`config.mk`:
```
export PLATFORM = sky130hd
export DESIGN_NAME = mode_controller
export DESIGN_NICKNAME = d
export VERILOG_FILES = /design/src/rtl/mode_controller.sv
export SDC_FILE = /design/constraint.sdc
export NUM_CORES = 1
export LEC_CHECK = 0
export CAP_MARGIN = 20
export CORE_UTILIZATION = 64
export DETAILED_ROUTE_END_ITERATION = 16
export PLACE_DENSITY = 0.89
export SLEW_MARGIN = 20
export SYNTH_ARGS = -nofsm -noshare
export SYNTH_HDL_FRONTEND = slang
export SYNTH_SLANG_ARGS = --single-unit
```
`constraint.sdc`:
```
create_clock -name clk -period 3.4 [get_ports clk]
set_clock_uncertainty 0.05 [all_clocks]
set_input_delay 1.02 -clock clk [delete_from_list [all_inputs] [get_ports clk]]
set_output_delay 1.02 -clock clk [all_outputs]
set_load 0.1 [all_outputs]
```
`src/rtl/mode_controller.sv`:
```
// rtl/mode_controller.sv - AUTO/MANUAL lamp mode controller driven by long (A) / short (B) press events.
// Optional MANUAL_TIMEOUT_EN: MANUAL reverts to AUTO after MANUAL_TIMEOUT idle cycles.
module mode_controller #(
  parameter int OFF_DELAY      = 30000,
  parameter int MANUAL_TIMEOUT = 60000,
  parameter int CNT_W          = 16
) (
  input  logic clk,
  input  logic rst,
  input  logic A,
  input  logic B,
  input  logic presence,
  output logic lamp,
  output logic mode
);

  localparam int LP_CNT_MAX = (OFF_DELAY > MANUAL_TIMEOUT) ? OFF_DELAY : MANUAL_TIMEOUT;

  if (longint'(LP_CNT_MAX) > (longint'(1) << CNT_W)) begin : g_cnt_too_narrow
    $error("mode_controller: CNT_W too narrow for OFF_DELAY/MANUAL_TIMEOUT");
  end

  typedef enum logic [2:0] {
    AUTO_OFF  = 3'd0,
    AUTO_ON   = 3'd1,
    AUTO_HOLD = 3'd2,
    MAN_OFF   = 3'd3,
    MAN_ON    = 3'd4
  } state_t;

  state_t           r_state;
  state_t           w_state_nxt;
  state_t           w_man_exit;
  logic [CNT_W-1:0] r_cnt;
  logic [CNT_W-1:0] w_cnt_nxt;
  logic [CNT_W-1:0] w_cnt_inc;
  logic             r_a_q;
  logic             r_b_q;
  logic             r_lamp;
  logic             r_mode;
  logic             w_ev_a;
  logic             w_ev_b;
  logic             w_hold_done;
  logic             w_man_done;

  assign w_ev_a      = A & ~r_a_q;
  assign w_ev_b      = B & ~r_b_q;
  assign w_cnt_inc   = (&r_cnt) ? r_cnt : r_cnt + 1'b1;
  assign w_hold_done = (r_cnt == CNT_W'(OFF_DELAY - 1));
  assign w_man_exit  = presence ? AUTO_ON : AUTO_OFF;

`ifdef MANUAL_TIMEOUT_EN
  assign w_man_done  = (r_cnt == CNT_W'(MANUAL_TIMEOUT - 1));
`else
  assign w_man_done  = 1'b0;
`endif

  always_comb begin
    w_state_nxt = r_state;
    w_cnt_nxt   = r_cnt;
    case (r_state)
      AUTO_OFF: begin
        if (w_ev_a) begin
          w_state_nxt = MAN_OFF;
          w_cnt_nxt   = '0;
        end else if (presence) begin
          w_state_nxt = AUTO_ON;
        end
      end
      AUTO_ON: begin
        if (w_ev_a) begin
          w_state_nxt = MAN_OFF;
          w_cnt_nxt   = '0;
        end else if (!presence) begin
          w_state_nxt = AUTO_HOLD;
          w_cnt_nxt   = '0;
        end
      end
      AUTO_HOLD: begin
        if (w_ev_a) begin
          w_state_nxt = MAN_OFF;
          w_cnt_nxt   = '0;
        end else if (presence) begin
          w_state_nxt = AUTO_ON;
        end else if (w_hold_done) begin
          w_state_nxt = AUTO_OFF;
        end else begin
          w_cnt_nxt   = w_cnt_inc;
        end
      end
      MAN_OFF, MAN_ON: begin
        // A long press (or the idle timeout) leaves MANUAL; any B in that cycle is dropped
        if (w_ev_a || w_man_done) begin
          w_state_nxt = w_man_exit;
          w_cnt_nxt   = '0;
        end else if (w_ev_b) begin
          w_state_nxt = (r_state == MAN_OFF) ? MAN_ON : MAN_OFF;
          w_cnt_nxt   = '0;
        end else begin
`ifdef MANUAL_TIMEOUT_EN
          w_cnt_nxt   = w_cnt_inc;
`else
          w_cnt_nxt   = r_cnt;
`endif
        end
      end
      default: begin
        w_state_nxt = AUTO_OFF;
        w_cnt_nxt   = '0;
      end
    endcase
  end

  always_ff @(posedge clk) begin
    if (rst) begin
      r_state <= AUTO_OFF;
      r_cnt   <= '0;
      r_a_q   <= 1'b0;
      r_b_q   <= 1'b0;
      r_lamp  <= 1'b0;
      r_mode  <= 1'b0;
    end else begin
      r_state <= w_state_nxt;
      r_cnt   <= w_cnt_nxt;
      r_a_q   <= A;
      r_b_q   <= B;
      // Outputs decode the current state, so they trail the state change by one cycle
      r_lamp  <= (r_state == AUTO_ON) || (r_state == AUTO_HOLD) || (r_state == MAN_ON);
      r_mode  <= (r_state == MAN_OFF) || (r_state == MAN_ON);
    end
  end

  assign lamp = r_lamp;
  assign mode = r_mode;

endmodule
```
==> run metrics <==
post-cts gate resize count=0; #FFs+latches synth=23; Peak VDD IR=roughly 360 uV; GPL Wtd Cong=approximately 0.95; vias=about 1400; Final Setup Violations=0; max_slew headroom=0.510; row count=17; Top Ports=7; met3 usage=0.0394; Crit Path Max Fanout=10; Clock Pin Slew Worst Setup and Hold Paths=0.14 ns; Synth area leaders=dfxtp_1 (31%), nand2_1 (3.5%), o311ai_0 (3.5%), clkbuf_8 (2.8%), nand3_1 (2.7%); routed vias/inst=about 7; clk root buf=clkbuf_4; HPWL Detailed=around 2500 microns; setup tns final=0 ns; LEAKAGE=approximately 0.54 nW; final instance area=around 1600 sq um; synth unique cells=between 60 and 70; Clk network pwr share=0.222; total CTS buffers=3; Final Max Tran Viols=0; Area Overhead vs Synth=4.50%; largest net degree at the start of global routing=14; Async SR Flop Fraction=0; total power=0.608 mW; total routed wirelength=3410 microns; sw power=about 0.22 mW; CP Data Arrival Time=2.96 ns; Max Clock Freq=363 MHz; antenna violations before repair=0; Worst Max-Slew Pin Slew=just over 0.7 ns; met2 Use GR=0.469; layout cells sized above 1=0.148; post-synthesis cell area=about 1500 sq um; sequential share of power=0.493; Yosys top cell by area=dfxtp_1; post-route setup slack=0.645 ns; drt first pass iters=4; initial core utilization=0.679; Final Core Density=0.709; Total GRT Usage=0.297; Avg Cell Area, Syn=about 8.7 sq um; worst path required time=roughly 3.6 ns; grt ovf=0; max cap viols=0; ANT nets after route=0; Worst-Skew Late Latency=roughly 0.33 ns; crit path time final=2.75 ns; Final Hold Viols=0; Crit Path Class=primary input to flop; Synth Instances=172; number of remaining DRC errors=0; vias in the first global route=about 1300; register area share after synthesis=0.307; first-pass GRT wire length=5710 microns; hold buffers post-CTS=0; pwr/cell area=just under 400 nW/um^2; ys flop type=dfxtp_1; # clock sinks=23; synth warn=0; post-CTS setup buffer count=0; startpoint types=primary input; Placed Area=between 1500 and 2000 sq um; HP Class=flop to flop; # nets final=183; H-tree depth=1; CTS tree=yes; Iteration-0 DRC Markers=64; Die Ht=50.4 microns; clock buffer depth=2; grt peak-use layer=met2; Post-synth EDFFs=0; Tcrit/Tclk final=0.810; status=finished clean; Core Box Area=between 2000 and 2500 sq um; combinational power share=0.285; RSZ-0062 raised after global routing=false; Net Count, Synth=178; Die Area=around 2500 sq um; n_diodes=0; share of the synthesized area in the top cell type=0.307; routed len/inst=16.7 microns; GR Util met1=0.397; DIE WIDTH=a little over 50 microns; Crit. End Element=flop; switching part of the total=0.360; IO Port Bufs=6; Post-Place Worst Slack=around 0.31 ns; Internal=0.389 mW
==> synth_stat cells, types with 2 or more instances <==
| cell type | count |
|---|---|
| nor3_1 | 3 |
| o21ai_0 | 8 |
| o31ai_1 | 3 |
| a21oi_1 | 6 |
| a211oi_1 | 5 |
| nor4_1 | 3 |
| and4_2 | 2 |
| o211a_1 | 2 |
| o211ai_1 | 2 |
| nand4_1 | 3 |
| and4_1 | 2 |
| a31oi_1 | 4 |
| and2b_2 | 2 |
| dfxtp_1 | 23 |
| o311ai_0 | 6 |
| clkbuf_1 | 4 |
| or4b_1 | 2 |
| a211o_1 | 3 |
| inv_1 | 4 |
| o32ai_1 | 4 |
| and3_1 | 3 |
| nand3_1 | 8 |
| or4_1 | 2 |
| clkbuf_8 | 3 |
| nand2_1 | 14 |
| nor2b_1 | 5 |
| nand2b_1 | 3 |
| nor2_1 | 8 |
| o22ai_1 | 3 |
==> cell usage in the layout (no fill, tap or decap), types with 4 or more instances in the layout <==
| master | netlist | routed |
|---|---|---|
| o21ai_0 | 8 | 8 |
| nand3_1 | 8 | 8 |
| nand2_1 | 14 | 14 |
| o311ai_0 | 6 | 6 |
| nor2_1 | 8 | 8 |
| buf_4 | 0 | 5 |
| a21oi_1 | 6 | 6 |
| nor2b_1 | 5 | 5 |
| clkdlybuf4s50_1 | 0 | 4 |
| inv_1 | 4 | 4 |
| o32ai_1 | 4 | 4 |
| a211oi_1 | 5 | 5 |
| a31oi_1 | 4 | 4 |
| dfxtp_1 | 23 | 23 |
==> state kept, by name, summed over array words and instances (netlist names) <==
name	count
r_a_q	1
r_cnt	16
mode	1
lamp	1
r_state	3
r_b_q	1
==> cells by family (layout without fill, tap and decap cells) <==
family,Yosys count,count (layout),share of synthesized area
fa+ha+maj,1,1,0.00833
compound gates,56,56,0.272
flops,23,23,0.307
simple gates,76,76,0.335
buf+inv,13,17,0.0583
xor+xnor,1,1,0.00583
mux,2,2,0.0142
==> power groups by stage <==
stage / logic (mW) / clock network [mW] / registers [mW]
finish: 0.173 / 0.135 / 0.300
detailed placement: 0.170 / 0 / 0.305
global route: 0.186 / 0.145 / 0.302
floorplan: 0.129 / 0 / 0.318
global placement: 0.164 / 0 / 0.304
CTS: 0.170 / 0.136 / 0.299
==> worst max-delay path, stage by stage <==
cell and delay (ns):
clkdlybuf4s50_1 0.43, nand2b_1 0.22, nand3_1 0.30, nor4_4 0.56, a211oi_1 0.17, o32ai_1 0.26
==> area by class of cell <==
| type | count | area (sq um) |
|---|---|---|
| Multi-Input combinational cell | 136 | 953 |
| Fill cell | 185 | 643 |
| Sequential cell | 23 | 460 |
| Timing Repair Buffer | 9 | 77.6 |
| Tap cell | 28 | 35.0 |
| Clock buffer | 3 | 22.5 |
| Inverter | 4 | 15.0 |
| Clock inverter | 1 | 5.00 |
==> per-stage QoR <==
stage | hold slack (ns) | instances
after floorplan | 0.406 | 172
after global placement | 0.430 | 200
after detailed placement | 0.449 | 200
after CTS | 0.468 | 204
after global routing | 0.492 | 204
final | 0.470 | 204
==> routing by layer <==
layer,vias to the layer above,share of wire
li1,694,-
met1,683,0.45
met2,51,0.47
met3,7,0.064
met4,0,0.017
met5,-,0
==> final timing paths <==
kind                            startpoint         to  slack [ns]  cells past startpoint
worst max-delay path                     A   r_cnt[1]        0.65                      6
worst min register to register   r_cnt[10]  r_cnt[10]        0.47                      1
worst min-delay path             r_cnt[10]  r_cnt[10]        0.47                      1
worst max register to register    r_cnt[0]   r_cnt[3]        1.18                      6
Power figures use the tool's default switching activity.
